File: src/rtl/keypad_bcd_entry_if.sv
// keypad_bcd_entry_if: keypad inputs and BCD entry buffer outputs
interface keypad_bcd_entry_if #(
   parameter int NUM_DIGITS = 4
);
   localparam int CW = $clog2(NUM_DIGITS + 1);
   logic [9:0]              dec;
   logic                    en;
   logic                    clear;
   logic [4*NUM_DIGITS-1:0] digits;
   logic [CW-1:0]           count;
   logic [3:0]              last_bcd;
   logic                    strobe;
   logic                    busy;
   logic                    full;
   logic                    error;
   logic                    overflow;
   modport master (
      output dec, en, clear,
      input  digits, count, last_bcd, strobe, busy, full, error, overflow
   );
   modport slave (
      input  dec, en, clear,
      output digits, count, last_bcd, strobe, busy, full, error, overflow
   );
endinterface

File: src/rtl/keypad_bcd_entry.sv
// keypad_bcd_entry: debounced one-hot keypad to multi-digit BCD entry buffer
module keypad_bcd_entry #(
   parameter int NUM_DIGITS = 4,
   parameter int DEBOUNCE   = 3,
   parameter int OVERWRITE  = 1
) (
   input logic               clk,
   input logic               rst_n,
   keypad_bcd_entry_if.slave bus
);
   localparam int CW  = $clog2(NUM_DIGITS + 1);
   localparam int DW  = $clog2(DEBOUNCE + 1);
   localparam int DBW = 4 * NUM_DIGITS;

   typedef enum logic [1:0] {ST_IDLE, ST_DEB, ST_WAIT} state_t;

   state_t         r_state;
   logic [DW-1:0]  r_cnt;
   logic [3:0]     r_code;
   logic [DBW-1:0] r_digits;
   logic [CW-1:0]  r_count;
   logic [3:0]     r_last_bcd;
   logic           r_strobe;
   logic           r_error;
   logic           r_overflow;

   logic [3:0]     w_ones;
   logic [3:0]     w_code;
   logic           w_none;
   logic           w_onehot;
   logic           w_multi;
   logic           w_full;
   logic           w_take;
   logic [DBW-1:0] w_shift;
   logic [CW-1:0]  w_count_inc;
   state_t         w_next;
   logic [DW-1:0]  w_cnt_next;
   logic           w_accept;
   logic           w_err;

   // classify the keypad: number of lines asserted and index of the pressed key
   always_comb begin
      w_ones = 4'd0;
      w_code = 4'd0;
      for (int i = 0; i < 10; i++) begin
         if (bus.dec[i]) begin
            w_ones = w_ones + 4'd1;
            w_code = 4'(i);
         end
      end
   end

   assign w_none      = w_ones == 4'd0;
   assign w_onehot    = w_ones == 4'd1;
   assign w_multi     = w_ones > 4'd1;
   assign w_full      = r_count == CW'(NUM_DIGITS);
   assign w_take      = w_accept && (!w_full || OVERWRITE != 0);
   assign w_shift     = DBW'({r_digits, w_code});
   assign w_count_inc = w_full ? r_count : r_count + CW'(1);

   // press tracking: debounce a stable one-hot key, flag multi-hot, wait for release
   always_comb begin
      w_next     = r_state;
      w_cnt_next = r_cnt;
      w_accept   = 1'b0;
      w_err      = 1'b0;
      if (r_state == ST_IDLE) begin
         if (bus.en && w_multi) begin
            w_err  = 1'b1;
            w_next = ST_WAIT;
         end else if (bus.en && w_onehot) begin
            if (DEBOUNCE == 1) begin
               w_accept = 1'b1;
               w_next   = ST_WAIT;
            end else begin
               w_next     = ST_DEB;
               w_cnt_next = DW'(1);
            end
         end
      end else if (r_state == ST_DEB) begin
         if (!bus.en) begin
            w_next = ST_IDLE;
         end else if (w_multi) begin
            w_err  = 1'b1;
            w_next = ST_WAIT;
         end else if (!w_onehot || w_code != r_code) begin
            w_next = ST_IDLE;
         end else if (r_cnt + DW'(1) == DW'(DEBOUNCE)) begin
            w_accept = 1'b1;
            w_next   = ST_WAIT;
         end else begin
            w_cnt_next = r_cnt + DW'(1);
         end
      end else if (w_none) begin
         w_next = ST_IDLE;
      end
   end

   // state, buffer and flag registers; clear parks the FSM until the keypad is released
   always_ff @(posedge clk or negedge rst_n) begin
      if (!rst_n) begin
         r_state    <= ST_IDLE;
         r_cnt      <= '0;
         r_code     <= '0;
         r_digits   <= '0;
         r_count    <= '0;
         r_last_bcd <= '0;
         r_strobe   <= 1'b0;
         r_error    <= 1'b0;
         r_overflow <= 1'b0;
      end else if (bus.clear) begin
         r_state    <= ST_WAIT;
         r_cnt      <= '0;
         r_digits   <= '0;
         r_count    <= '0;
         r_last_bcd <= '0;
         r_strobe   <= 1'b0;
         r_error    <= 1'b0;
         r_overflow <= 1'b0;
      end else begin
         r_state    <= w_next;
         r_cnt      <= w_cnt_next;
         r_code     <= (r_state == ST_IDLE) ? w_code : r_code;
         r_error    <= r_error | w_err;
         r_strobe   <= w_take;
         r_overflow <= w_accept && !w_take;
         r_last_bcd <= w_accept ? w_code : r_last_bcd;
         r_digits   <= w_take ? w_shift : r_digits;
         r_count    <= w_take ? w_count_inc : r_count;
      end
   end

   assign bus.digits   = r_digits;
   assign bus.count    = r_count;
   assign bus.last_bcd = r_last_bcd;
   assign bus.strobe   = r_strobe;
   assign bus.error    = r_error;
   assign bus.overflow = r_overflow;
   assign bus.full     = w_full;
   assign bus.busy     = r_state != ST_IDLE;
endmodule

File: src/flat_wrapper.sv
// flat-port wrapper written by rule: the top's interface ports become plain ports
module keypad_bcd_entry_flat 
#(
   parameter int NUM_DIGITS = 4,
   parameter int DEBOUNCE   = 3,
   parameter int OVERWRITE  = 1
)
  (clk, rst_n, bus_dec, bus_en, bus_clear, bus_digits, bus_count, bus_last_bcd, bus_strobe, bus_busy, bus_full, bus_error, bus_overflow);
  keypad_bcd_entry_if #(.NUM_DIGITS(NUM_DIGITS)) bus_i ();
  input logic clk;
  input logic rst_n;
  input wire logic [$bits(bus_i.dec)-1:0] bus_dec;
  input wire logic [$bits(bus_i.en)-1:0] bus_en;
  input wire logic [$bits(bus_i.clear)-1:0] bus_clear;
  output wire logic [$bits(bus_i.digits)-1:0] bus_digits;
  output wire logic [$bits(bus_i.count)-1:0] bus_count;
  output wire logic [$bits(bus_i.last_bcd)-1:0] bus_last_bcd;
  output wire logic [$bits(bus_i.strobe)-1:0] bus_strobe;
  output wire logic [$bits(bus_i.busy)-1:0] bus_busy;
  output wire logic [$bits(bus_i.full)-1:0] bus_full;
  output wire logic [$bits(bus_i.error)-1:0] bus_error;
  output wire logic [$bits(bus_i.overflow)-1:0] bus_overflow;
  assign bus_i.dec = bus_dec;
  assign bus_i.en = bus_en;
  assign bus_i.clear = bus_clear;
  assign bus_digits = bus_i.digits;
  assign bus_count = bus_i.count;
  assign bus_last_bcd = bus_i.last_bcd;
  assign bus_strobe = bus_i.strobe;
  assign bus_busy = bus_i.busy;
  assign bus_full = bus_i.full;
  assign bus_error = bus_i.error;
  assign bus_overflow = bus_i.overflow;
  keypad_bcd_entry #(.NUM_DIGITS(NUM_DIGITS), .DEBOUNCE(DEBOUNCE), .OVERWRITE(OVERWRITE)) u_core (.clk(clk), .rst_n(rst_n), .bus(bus_i));
endmodule
File: config.mk
export PLATFORM = sky130hd
export DESIGN_NAME = keypad_bcd_entry_flat
export DESIGN_NICKNAME = d
export VERILOG_FILES = /design/src/rtl/keypad_bcd_entry_if.sv /design/src/rtl/keypad_bcd_entry.sv /design/src/flat_wrapper.sv
export SDC_FILE = /design/constraint.sdc
export NUM_CORES = 1
export LEC_CHECK = 0
export ABC_AREA = 1
export BUFFER_PORTS_ARGS = -buffer_cell sky130_fd_sc_hd__buf_2
export CORE_MARGIN = 2
export CORE_UTILIZATION = 52
export DETAILED_ROUTE_END_ITERATION = 10
export GPL_TIMING_DRIVEN = 0
export PLACE_DENSITY = 0.82
export SLEW_MARGIN = 20
export SYNTH_ARGS = -nofsm -noshare
export SYNTH_HDL_FRONTEND = slang
export SYNTH_SLANG_ARGS = --single-unit
export TNS_END_PERCENT = 50
File: constraint.sdc
create_clock -name clk -period 1.5 [get_ports clk]
set_clock_uncertainty 0.2 [all_clocks]
set_input_delay 0.15 -clock clk [delete_from_list [all_inputs] [get_ports clk]]
set_output_delay 0.15 -clock clk [all_outputs]
set_load 0.005 [all_outputs]
## After elaboration in Yosys (flattened, before gate mapping)

Index checks and enable logic that the tools add are counted.

| word-level totals | value |
|---|---|
| bits in registers | 33 |
| input bits | 14 |
| output and inout bits | 28 |
| word-level logic and storage cells | 107 |

| cells by class | value |
|---|---|
| add/sub/neg operators | 11 |
| order comparisons | 1 |
| equality and inequality tests | 13 |
| muxes and demuxes | 57 |
| bitwise logic cells | 2 |
| reduce and logical (&&, ||, !) cells | 15 |

Operators by type and width:

| cell | count |
|---|---|
| 2-to-1 mux 4 bit | 19 |
| 2-to-1 mux 2 bit | 18 |
| adder 4 x 1 -> 4 bit, second input constant | 8 |
| 2-to-1 mux 16 bit | 2 |
| 2-to-1 mux 1 bit | 15 |
| 2-to-1 mux 3 bit | 3 |
| != test 3 bit, second input constant | 3 |
| != test 7 x 5 -> 1 bit, second input constant | 1 |
| AND reduction 7 bit | 1 |
| != test 3 x 2 -> 1 bit, second input constant | 2 |
| nonzero test 3 bit | 2 |
| == test 4 x 1 -> 1 bit, second input constant | 1 |
| > comparator 4 x 1 -> 1 bit, second input constant | 1 |
| zero test 4 bit | 1 |
| != test 4 bit | 1 |
| != test 4 bit, second input constant | 1 |
| AND reduction 2 bit | 2 |
| nonzero test 2 bit | 2 |
| nonzero test 4 bit | 1 |
| adder 3 x 1 -> 3 bit, second input constant | 1 |
| == test 3 bit, second input constant | 1 |
| AND reduction 3 bit | 1 |
| adder 1 x 1 -> 2 bit, second input constant | 1 |
| adder 2 x 1 -> 2 bit, second input constant | 1 |
| other kinds (9) | 10 |

## Longest topological paths before layout

| depth | value |
|---|---|
| depth in word-level cells | 29 |
| depth in mapped cells | 35 |
| gate-level depth less buffers | 34 |

## Worst setup path after synthesis

No wires, ideal clock.

| timing path | value |
|---|---|
| kind | input to register |
| start | input bus_dec[0] |
| end | register u_core.r_digits[4], in the netlist u_core.bus.digits[4] |
| setup time | 117 ps |
| arrival time | 4328 ps |
| required time | 1183 ps |
| setup slack | -3145 ps |
| stages on the path | 31 |
| path buffers | 1 |
| path through | inv_1 ha_1 inv_1 nand2_4 nand2_4 inv_1 ha_1 or2_0 nand3_1 a22o_1 ha_1 or2_2 nand2_1 nor2_2 o21ai_0 ha_1 or2_2 nand3_1 nand2_1 ha_1 nand2_1 o21ai_1 nor2_1 inv_2 nor2_4 nand2_2 nor2_8 nor2_2 buf_4 nand2_1 nand2_1 |

| on the way | value |
|---|---|
| cells in the longest elaborated chain, start to end | 28 |
| elaborated cells between the ends (all ways) | 29 |
| those cells by class | add/sub (9); order compare (1); eq/ne (1); mux (15); reduce/logical (3) |

Ends and longest elaborated chain:

| item | RTL line | source |
|---|---|---|
| start: declaration | flat_wrapper.sv:12 | `input wire logic [$bits(bus_i.dec)-1:0] bus_dec;` |
| 2-to-1 mux 1 bit * | keypad_bcd_entry.sv:46 | `if (bus.dec[i]) begin` |
| adder 1 x 1 -> 2 bit | keypad_bcd_entry.sv:47 | `w_ones = w_ones + 4'd1;` |
| 2-to-1 mux 4 bit * | keypad_bcd_entry.sv:46 |  |
| adder 4 x 1 -> 4 bit | keypad_bcd_entry.sv:47 |  |
| 2-to-1 mux 4 bit * | keypad_bcd_entry.sv:46 |  |
| adder 4 x 1 -> 4 bit | keypad_bcd_entry.sv:47 |  |
| 2-to-1 mux 4 bit * | keypad_bcd_entry.sv:46 |  |
| adder 4 x 1 -> 4 bit | keypad_bcd_entry.sv:47 |  |
| (+12 left out) | - |  |
| zero test 1 bit | keypad_bcd_entry.sv:86 | `end else if (!w_onehot \|\| w_code != r_code) begin` |
| logical OR 1 bit | keypad_bcd_entry.sv:86 |  |
| 2-to-1 mux 1 bit | keypad_bcd_entry.sv:86 |  |
| 2-to-1 mux 1 bit * | keypad_bcd_entry.sv:83 | `end else if (w_multi) begin` |
| 2-to-1 mux 1 bit * | keypad_bcd_entry.sv:81 | `if (!bus.en) begin` |
| 2-to-1 mux 1 bit * | keypad_bcd_entry.sv:80 | `end else if (r_state == ST_DEB) begin` |
| 2-to-1 mux 1 bit * | keypad_bcd_entry.sv:67 | `if (r_state == ST_IDLE) begin` |
| nonzero test 2 bit (no source line) * | - |  |
| end signal: assignment | keypad_bcd_entry.sv:128 | `r_digits <= w_take ? w_shift : r_digits;` |
| end: declaration | keypad_bcd_entry.sv:20 | `logic [DBW-1:0] r_digits;` |

Every way passes the cells marked *; elsewhere a longest branch is shown, timed or not.
A chain may end at the register's enable or synchronous reset.

## Worst setup path in the final report

| timing path | value |
|---|---|
| start | input bus_dec[0] |
| end | register u_core.r_digits[14], in the netlist u_core.bus.digits[14] |

Same word-level chain as after synthesis.

==> impl_metrics.tcl <==
set metrics [dict create \
    p_per_area_nw_per_um2 909 \
    p_int_mw 1.92 \
    syn_area_um2 2630 \
    timing.hold.ws_ps 94.8 \
    p_comb_frac 0.514 \
    row_count 25 \
    dieArea_um2 5630 \
    worst_slack_ps -2780 \
    route.vias.total 2685 \
    place_area_um2 3010 \
    netlist_top_cells_area "dfrtp_1, nand2_1, ha_1, nand2_2, inv_1" \
    leakagePower_nw 2.03 \
    synthCells 380 \
    start_util 0.548 \
    slew_headroom 0.573 \
    yosysMostFrequentCell "nand2_1" \
    swShare 0.414 \
    io-pin-count 42 \
    finalSetupViolations 28 \
    fin_area_um2 3600 \
    rsz0062_at_grt "yes" \
    antenna_left 0 \
    cpMaxStageDelayCell "ha_1" \
    die_y_um 75.1 \
    period_needed_ps 4280 \
    violations "setup timing" \
    drtIter0Drc 138 \
    synth.top_cell.area_share 0.276 \
    cts_buffers 5 \
    worstPathRequired_ps 1480 \
    wire_per_inst_um 12.1 \
    core_area_um2 4790 \
    io_buffers 39 \
    syn_area_per_cell_um2 6.91 \
    dp_hpwl_mm 4.26 \
    cts-root-buf "clkbuf_8" \
    grt_pass1_wl_mm 10.0 \
    fillers 342 \
    yosysSeqAreaShare 0.276 \
    tritoncts "built" \
    yosys.area.top_type "dfrtp_1" \
    synthArstFlopShare 1.00 \
    via_per_inst 5.12 \
    drv_slew 0 \
    grt-ovfl-total 0 \
    clock_latency_ps 280 \
    drv_cap 0 \
    fmax_mhz 234 \
    numPlacedInstances 486 \
    crit_path_frequent_cell "nand2_2" \
    yosys_register_bits 29 \
    drive_above_1_share 0.442 \
    status "finished, violations left" \
    p_switching_mw 1.35 \
    critPathArrivalTime_ps 4260 \
    slowest_delay_ps 330 \
    area_growth_pct 37.0 \
    critPathMaxFanout 7 \
    wl_mm 6.34 \
    power.share.sequential 0.297 \
    die_w_um 75.1 \
    power.share.clock 0.190 \
    gp_congestion 0.858 \
    start_kind "input pin" \
    grt_pass1_vias 2480 \
    hold_violations 0 \
    ir_drop_uv 431 \
    antenna_found_initial 0 \
    grt_max_degree 30 \
    min_path_type "input pin to flop" \
    end_kind "flop" \
    drc_errors 0 \
    clkSlewWorstSetupHoldPaths_ps 70 \
    cts-htree-levels 2 \
    synth_edf_count 0 \
    grt_use_total 0.229 \
    period_share 2.85 \
    synth_commonest_cells "nand2_1, inv_1, nand3_1" \
    synth-main-ff-cell "dfrtp_1" \
    nNetsFinal 484 \
    tns_ps -67510 \
    cts_sinks 29 \
    yosys_warnings 0 \
    path_class "input pin to flop" \
    synth_cell_types 38 \
    tightestPinTransition_ps 641 \
    synth_nets 408 \
    insertedDiodeCount 0 \
    instances_no_fill 524 \
    dr.pass1.iters 5 \
    clk_path_buf_depth 2 \
]
[critical path, delay by kind of cell]
family                   cells  cell delay [ps]
AND/OR/NAND/NOR             18             1870
adder cells (fa/ha/maj)      5             1300
buffers and inverters        6              500
AO/OA/AOI/OAI                3              430
[flip-flops by register name (all words and copies together) (netlist names)]
register             count
u_core.bus.digits       13
u_core.r_code            4
u_core.bus.count         3
u_core.bus.last_bcd      3
u_core.r_cnt             2
u_core.r_state           2
u_core.bus.error         1
u_core.bus.strobe        1
[worst paths after layout]
kind	start	endpoint	slack (ps)	depth (start not counted)
worst max-delay path	bus_dec[0]	u_core.bus.digits[14]	-2780	32
worst min-delay path	bus_en	u_core.r_state[0]	90	4
worst max register to register	u_core.r_code[3]	u_core.bus.digits[14]	-430	11
worst min register to register	u_core.bus.digits[12]	u_core.bus.digits[12]	270	2
max in group asynchronous	rst_n	u_core.bus.count[2]	440	2
min in group asynchronous	rst_n	u_core.bus.digits[8]	250	2
[kinds of logic after synthesis]
family | share of synthesized area
other | 0.00143
AND/OR/NAND/NOR | 0.455
XOR/XNOR | 0.0262
buffers and inverters | 0.102
adder cells (fa/ha/maj) | 0.0667
flip-flops | 0.276
AO/OA/AOI/OAI | 0.0715
[layer usage]
metal  up-vias  GRT usage  wire length [um]
met5         -          0                 0
met4         0      0.101                94
met3        10     0.0388               295
met2        83      0.421              3330
met1      1240      0.256              2620
li1       1352          -                 -
[area by class of cell]
| cell class | instances | area (um2) | share of cell area |
|---|---|---|---|
| flip-flops and latches | 29 | 726 | 0.202 |
| multi-input cells | 290 | 1900 | 0.527 |
| clock buffers | 5 | 68.8 | 0.0191 |
| plain buffers | 8 | 72.6 | 0.0202 |
| inverters | 53 | 226 | 0.0630 |
| clock inverters | 3 | 17.5 | 0.00487 |
| well taps | 67 | 83.8 | 0.0233 |
| repair buffers | 69 | 507 | 0.141 |
[power by group through the flow]
stage | sequential (mW) | clock [mW] | combinational, mW
floorplan | 0.950 | 0 | 1.04
global placement | 0.963 | 0 | 1.26
detailed placement | 0.970 | 0 | 1.30
CTS | 0.959 | 0.641 | 1.53
global route | 0.978 | 0.671 | 1.88
finish | 0.969 | 0.620 | 1.68
[cells in the final DEF, fill, tap and decap left out, types with 11 or more instances in the layout]
cell type	instances
nor2_1	16
buf_2	36
dfrtp_1	29
inv_1	37
nand2_2	43
nand3_1	24
buf_4	29
nand3_2	17
nand2_4	13
o21ai_0	11
nand2_1	97
[stage by stage]
stage / utilization / power, mW / setup WS (ps)
final: 0.752 / 3.27 / -2780
after global routing: 0.752 / 3.53 / -3010
after CTS: 0.717 / 3.13 / -2700
after detailed placement: 0.628 / 2.27 / -3310
after global placement: 0.628 / 2.22 / -3220
after floorplan: - / 1.99 / -2710
[timing repair]
item	CTS	global route
setup endpoints to repair	29	30
hold buffers	1	0
cloned	2	0
setup buffers	22	5
endpoints found under the hold margin	29	0
pin swaps	21	13
gates resized for setup	35	35
No activity file was read; power rests on OpenSTA's default activity.
